<file path="src/rtl/apple_video_fetch.sv">
// Apple II scanline fetcher: derives the scanner base address for a line from
// the soft-switch state, reads 20 interleaved words from shadow memory, and
// delivers them through a small first-word-fall-through FIFO.
module apple_video_fetch #(
  parameter int FIFO_DEPTH   = 4,
  parameter int READ_LATENCY = 1
) (
  input  logic        clk_logic,
  input  logic        system_reset_n,
  input  logic        line_start_i,
  input  logic [8:0]  line_i,
  input  logic        text_mode_i,
  input  logic        mixed_mode_i,
  input  logic        page2_i,
  input  logic        hires_mode_i,
  input  logic        store80_i,
  output logic [15:0] video_address_o,
  output logic        video_rd_o,
  input  logic [31:0] video_data_i,
  output logic [31:0] word_o,
  output logic        word_valid_o,
  input  logic        word_ready_i,
  output logic        word_last_o,
  output logic        line_done_o,
  output logic        busy_o
);

  localparam int PW = (FIFO_DEPTH > 1) ? $clog2(FIFO_DEPTH) : 1;
  localparam int CW = PW + 1;
  localparam int LW = (READ_LATENCY > 1) ? $clog2(READ_LATENCY) : 1;
  localparam logic [LW-1:0] LAT_LAST = LW'(READ_LATENCY - 1);
  localparam logic [CW-1:0] DEPTH_C  = CW'(FIFO_DEPTH);
  localparam logic [4:0]    K_LAST   = 5'd19;

  typedef enum logic [1:0] {IDLE, ISSUE, WAIT, DRAIN} state_t;

  state_t          state_q, state_d;
  logic [15:0]     addr_q, addr_d;
  logic [4:0]      k_q, k_d;
  logic [LW-1:0]   lat_q, lat_d;
  logic            empty_done_q, empty_done_d;
  logic [PW-1:0]   rd_ptr_q, rd_ptr_d;
  logic [PW-1:0]   wr_ptr_q, wr_ptr_d;
  logic [CW-1:0]   count_q, count_d;
  logic [32:0]     mem_q [FIFO_DEPTH];

  logic            pg;
  logic            use_text;
  logic [4:0]      row;
  logic [15:0]     text_base;
  logic [15:0]     hires_base;
  logic [15:0]     line_base;
  logic            line_ok;
  logic [32:0]     head;
  logic            fifo_valid;
  logic            issue;
  logic            push;
  logic            pop;

  // Base address of the requested line; text rows are interleaved in thirds
  // of 40 bytes, hires lines additionally interleave the low 3 line bits.
  assign pg         = page2_i & ~store80_i;
  assign use_text   = text_mode_i | (mixed_mode_i & (line_i >= 9'd160)) | ~hires_mode_i;
  assign row        = line_i[7:3];
  assign text_base  = 16'h0400 + (pg ? 16'h0400 : 16'h0000)
                    + {6'b0, row[2:0], 7'b0}
                    + ({14'b0, row[4:3]} * 16'd40);
  assign hires_base = 16'h2000 + (pg ? 16'h2000 : 16'h0000)
                    + {3'b0, line_i[2:0], 10'b0}
                    + {6'b0, line_i[5:3], 7'b0}
                    + ({14'b0, line_i[7:6]} * 16'd40);
  assign line_base  = use_text ? text_base : hires_base;
  assign line_ok    = line_i < 9'd192;

  assign head       = mem_q[rd_ptr_q];
  assign fifo_valid = (count_q != '0);
  assign pop        = fifo_valid & word_ready_i;

  // Only one read is ever in flight and none is outstanding in ISSUE, so the
  // occupancy check alone guarantees the capture has a free slot. A new
  // line_start suppresses issue/capture because that cycle flushes everything.
  assign issue      = (state_q == ISSUE) && (count_q < DEPTH_C) && !line_start_i;
  assign push       = (state_q == WAIT) && (lat_q == LAT_LAST) && !line_start_i;

  assign video_address_o = addr_q;
  assign video_rd_o      = issue;
  assign word_valid_o    = fifo_valid;
  assign word_o          = fifo_valid ? head[31:0] : 32'h0;
  assign word_last_o     = fifo_valid & head[32];
  assign busy_o          = (state_q != IDLE) | fifo_valid;
  assign line_done_o     = empty_done_q
                         | ((state_q == DRAIN) & pop & head[32] & ~line_start_i);

  // Next-state and fetch-sequencing decisions; a line_start always restarts.
  always_comb begin
    state_d      = state_q;
    addr_d       = addr_q;
    k_d          = k_q;
    lat_d        = lat_q;
    empty_done_d = 1'b0;
    if (line_start_i) begin
      if (line_ok) begin
        state_d = ISSUE;
        addr_d  = line_base;
        k_d     = 5'd0;
        lat_d   = '0;
      end else begin
        state_d      = IDLE;
        empty_done_d = 1'b1;
      end
    end else begin
      case (state_q)
        IDLE: ;
        ISSUE: begin
          if (issue) begin
            state_d = WAIT;
            lat_d   = '0;
          end
        end
        WAIT: begin
          if (lat_q == LAT_LAST) begin
            if (k_q == K_LAST) begin
              state_d = DRAIN;
            end else begin
              state_d = ISSUE;
              k_d     = k_q + 5'd1;
              addr_d  = addr_q + 16'd2;
            end
          end else begin
            lat_d = lat_q + LW'(1);
          end
        end
        DRAIN: begin
          if (pop && head[32]) state_d = IDLE;
        end
        default: state_d = IDLE;
      endcase
    end
  end

  // FIFO pointer and occupancy bookkeeping; line_start empties the FIFO.
  always_comb begin
    rd_ptr_d = rd_ptr_q;
    wr_ptr_d = wr_ptr_q;
    count_d  = count_q;
    if (line_start_i) begin
      rd_ptr_d = '0;
      wr_ptr_d = '0;
      count_d  = '0;
    end else begin
      if (push) wr_ptr_d = wr_ptr_q + PW'(1);
      if (pop)  rd_ptr_d = rd_ptr_q + PW'(1);
      count_d = count_q + CW'(push) - CW'(pop);
    end
  end

  // Control and pointer registers with asynchronous reset.
  always_ff @(posedge clk_logic or negedge system_reset_n) begin
    if (!system_reset_n) begin
      state_q      <= IDLE;
      addr_q       <= 16'h0000;
      k_q          <= 5'd0;
      lat_q        <= '0;
      empty_done_q <= 1'b0;
      rd_ptr_q     <= '0;
      wr_ptr_q     <= '0;
      count_q      <= '0;
    end else begin
      state_q      <= state_d;
      addr_q       <= addr_d;
      k_q          <= k_d;
      lat_q        <= lat_d;
      empty_done_q <= empty_done_d;
      rd_ptr_q     <= rd_ptr_d;
      wr_ptr_q     <= wr_ptr_d;
      count_q      <= count_d;
    end
  end

  // FIFO storage: data word plus a last-of-line flag; contents need no reset
  // because occupancy gates every read of the array.
  always_ff @(posedge clk_logic) begin
    if (push) mem_q[wr_ptr_q] <= {(k_q == K_LAST), video_data_i};
  end

endmodule

</file>
<file path="config.mk">
export PLATFORM = sky130hd
export DESIGN_NAME = apple_video_fetch
export DESIGN_NICKNAME = d
export VERILOG_FILES = /design/src/rtl/apple_video_fetch.sv
export SDC_FILE = /design/constraint.sdc
export NUM_CORES = 1
export LEC_CHECK = 0
export BUFFER_PORTS_ARGS = -buffer_cell sky130_fd_sc_hd__buf_2
export CORE_MARGIN = 2
export CORE_UTILIZATION = 35
export DETAILED_ROUTE_END_ITERATION = 10
export PLACE_DENSITY_LB_ADDON = 0.2
export SKIP_LAST_GASP = 1
export SYNTH_ARGS = -nofsm -noshare
export SYNTH_HDL_FRONTEND = slang
export SYNTH_SLANG_ARGS = --single-unit
</file>
<file path="constraint.sdc">
create_clock -name clk_logic -period 5 [get_ports clk_logic]
set_input_delay 0.5 -clock clk_logic [delete_from_list [all_inputs] [get_ports clk_logic]]
set_output_delay 0.5 -clock clk_logic [all_outputs]
set_load 0.1 [all_outputs]
</file>
* Yosys cells after proc, flatten, opt, wreduce, memory -nomap -nowiden *
Memory sizes are Yosys's and may differ from the RTL's.
Index checks and enable logic that the tools add are counted.

cells by class
  muxes and demuxes = 35
  $add $sub $neg = 14
  bitwise logic cells = 15
  equality and inequality tests = 10
  shift-type cells = 0
  reduce and logical (&&, ||, !) cells = 16
  divide/modulo/power cells = 0
  multipliers = 1
  magnitude comparators = 3

operators with widths
  cell                    number
  $mux 16                 6
  $mux 32                 1
  $mux 5                  5
  $mux 2                  9
  $add 15x13->16          1
  $add 16x10->16          1
  $add 16x2->16 const B   1
  $add 16x8->16           1
  $add 14x14->15 const A  1
  $add 13x8->14           1
  $mux 14                 1
  $add 12x10->13          1
  $add 11x11->12 const A  1
  $mux 11                 1
  $ge 9x8->1 const B      1
  $lt 9x8->1 const B      1
  $mux 1                  9
  $reduce_and 4->1        2
  $reduce_bool 2->1       4
  $and 1x1->1             7
  $ne 3x3->1 const B      2
  $pmux 2 s3              1
  $reduce_bool 3->1       2
  $add 5x1->5 const B     1
  20 further kinds        33

storage, ports and cells
  bits in registers = 32
  RAM bits = 132
  output and inout port bits = 53
  input port bits = 50
  memories = 1
  bits in latches = 0
  memory bits (read-only) = 0

memory list
  name   words  width  rd ports  clocked after Yosys merged registers in  wr ports  line  text
  mem_q  4      33     1         0                                        1         45    logic [32:0] mem_q [FIFO_DEPTH];

* Logic depth before layout (Yosys ltp) *
  depth after elaboration = 10
  gate-level depth with buffers = 9
  gate-level depth less buffers = 8

* Least setup slack after synthesis *
No wires, ideal clock.

  path kind = input -> output
  from = in line_start_i
  to = out video_rd_o
  required time = 4.500 ns
  arrival time = 2.933 ns
  path slack = 1.567 ns
  cell stages on the path = 4
  cells stage by stage = clkbuf_1 > inv_1 > nand2_1 > nor3_1

between the ends
  cells in the longest elaborated chain, start to end = 2

ends and longest elaborated chain
  what               line  text
  from (decl)        10    input logic line_start_i,
  $logic_not 1->1    82    assign issue = (state_q == ISSUE) && (count_q < DEPTH_C) && !line_start_i;
  $logic_and 1x1->1  82
  to (decl)          18    output logic video_rd_o,

No other way between the ends.

* Worst setup path in the final report *
  from = reg rd_ptr_q[0]
  to = out word_o[31]

between the ends
  cells in the longest elaborated chain, start to end = 2

ends and longest elaborated chain
  what                    line  text
  from (decl)             42    logic [PW-1:0] rd_ptr_q, rd_ptr_d;
  from (signal assigned)  174   rd_ptr_q <= rd_ptr_d;
  $mem_v2 4x33            n/a
  $mux 32                 88    assign word_o = fifo_valid ? head[31:0] : 32'h0;
  to (decl)               20    output logic [31:0] word_o,

No other way between the ends.

==> flow_summary.toml <==
[detailed_routing]
drc = 0
wl_um = 14300
drtPass1Iterations = 5
postRouteAntennaNets = 0
drt_iter0_drc = 291
route.vias.total = 3901
via_per_inst = 4.91
wl_per_cell_um = 18.0

[synthesis]
synth-async-reset-ratio_pct = 18.5
synth_area_sq_um = 6810
synth-compound-area-share_pct = 4.94
synth_top_family_by_area = "multiplexers"
ys_types = 52
ys_ff_latch = 162
ys_seq_area_share_pct = 69.2
synthSimpleGateAreaFrac_pct = 9.96
synth_edf_count = 132
synth_mux_area_share_pct = 11.5
synthAdderAreaFrac_pct = 1.58
synth_top_flop_cell = "edfxtp_1"
syn_nets = 473
yosys_warnings = 0
synth_xor_area_share_pct = 0.900
synthCells = 415
avgSynthCellArea_sq_um = 16.4

[worst_setup_path]
crit_type = "flop to output pin"
reg2reg_slack_ps = 2290
start_kind = "flop"
required_ps = 4500
end_kind = "output pin"
worstPathArrival_ps = 2720
crit_path_max_fanout = 21

[min_path]
hold_class = "input pin to asynchronous set/reset pin"

[global_route]
grt_max_degree = 39
grt_pass1_vias = 4068
grt_pass1_wl_um = 22200
grt_antenna_before_repair = 1
grtUsageTotal_pct = 14.5
grt_overflow = 0

[finish]
register_area_sq_um = 4720
mostFrequentLayoutCells = "edfxtp_1, buf_2, and2_1, mux4_2, dfrtp_1"
nFillCells = 1778
area_growth_pct = 20.4
final_cell_count_no_fill = 794
multi_input_area_sq_um = 1980
final_nets = 574
drive_gt1_share_pct = 33.5
final_common_cell = "edfxtp_1"

[placed_design]
finalWeightedCongestion = 0.833
hpwl_um = 8870
io_buffers = 101
place_inst = 762
pre_cts_ws_ps = 1880

[clock_network]
cts_setup_buffers = 0
ctsHoldBuffers = 0
clock-sinks = 162
clkLatencyLatePin_ps = 410
cts_max_path_buffers = 2
cts_tree = "done"
clk_pin_slew_worst_paths_ps = 60
cts_resized = 0
clockRootBuffer = "clkbuf_16"
cts_buffers = 17
cts.htree.levels = 4

[power]
p_leak_nw = 2.98
peakVddDrop_mv = 0.340
power_density_nw_per_um2 = 637

[timing]
hold_violations = 0
maxSlewViolCount = 0
relSlewSlack_pct = 25.0
layout_setup_ws_ps = 1780
skew_ps = 11.2
rsz0062_at_grt = "no"
finalSetupTns_ps = 0
setup_viol = 0
fin_crit_ps = 3220
fin_crit_sh_pct = 64.4
clock.fmax_mhz = 311
worst_slew_pin_slew_ps = 1120

[floorplan]
die_w_um = 143
io_pins = 103
rows = 51
chipHeight_um = 143
core_sq_um = 19300
initial_utilization_pct = 35.3
fp.dieArea_sq_um = 20600

[run_status]
status = "completed"

[job]
drv_cap = 0
==> worst max-delay path, stage by stage, from the launching register on <==
cell	delay, ps
dfrtp_2	830
buf_4	430
mux4_2	540
and2_1	190
buf_2	290
==> cell families after synthesis <==
| family | count (synthesis) |
|---|---|
| DFF | 162 |
| and+or+nand+nor | 119 |
| AOI/OAI and AO/OA | 50 |
| muxes | 37 |
| buffers and inverters | 31 |
| adders and majority gates | 8 |
| xor gates and xnor gates | 7 |
| other | 1 |
==> Yosys cell counts, types with 5 or more instances <==
cell type	n	area [sq um]
edfxtp_1	132	3960
ha_1	7	87.6
and2_1	40	250
or3_1	5	31.3
inv_1	9	33.8
nor2b_1	7	43.8
nor2_1	16	60.1
mux4_2	33	743
clkbuf_1	13	48.8
nand2_1	15	56.3
o21ai_0	10	50.1
nor3_1	9	45.0
nand3_1	8	40.0
a22oi_1	6	45.0
dfrtp_1	30	751
a21oi_1	12	60.1
==> worst paths after layout <==
path,from,to,cells past startpoint
setup / recovery,rd_ptr_q[0]$_DFFE_PN0P_,word_o[31],4
hold / removal,system_reset_n,video_address_o[5]$_DFFE_PN0N_,1
hold reg to reg,video_address_o[1]$_DFFE_PN0N_,video_address_o[1]$_DFFE_PN0N_,1
min in group clk_logic,video_data_i[27],mem_q[1][27]$_DFFE_PP_,1
setup reg to reg,state_q[1]$_DFFE_PN0P_,mem_q[0][7]$_DFFE_PP_,2
max in group asynchronous,system_reset_n,rd_ptr_q[1]$_DFFE_PN0P_,1
==> power breakdown <==
group | internal (mW) | switching (mW) | total [mW]
Sequential | 1.51 | 0.119 | 1.63
Clock | 0.838 | 0.507 | 1.34
Combinational | 0.462 | 1.79 | 2.25
Total | 2.81 | 2.41 | 5.23
==> metal layers <==
metal | share of wire (%) | up-vias | wire [um] | track usage [%]
li1 | - | 1813 | - | -
met1 | 45 | 2008 | 6510 | 18.7
met2 | 50 | 74 | 7160 | 23.8
met3 | 3.6 | 6 | 522 | 3.57
met4 | 0.85 | 0 | 121 | 5.78
met5 | 0 | - | 0 | 0
==> state kept, by name, indices dropped and copies added (netlist names) <==
register	count
mem_q	132
video_address_o	15
k_q	5
count_q	3
rd_ptr_q	2
state_q	2
wr_ptr_q	2
empty_done_q	1
==> layout make-up <==
cell class	count	area share, %
antenna	1	0.0305
clock buffer	19	5.28
clock inverter	12	2.18
inverter	9	0.412
multi-input combinational	222	24.1
sequential	162	57.5
tap	265	4.04
timing repair buffer	104	6.44
==> per-stage QoR <==
step	area [sq um]	power, mW	hold WS [ps]	utilization, %
2_1_floorplan	6810	3.55	204	-
3_3_place_gp	7590	3.92	513	39.4
3_5_place_dp	7590	3.94	529	39.4
4_1_cts	8200	5.29	145	42.5
5_1_grt	8200	5.43	164	42.6
6_report	8200	5.23	130	42.6
Power figures use the tool's default switching activity.
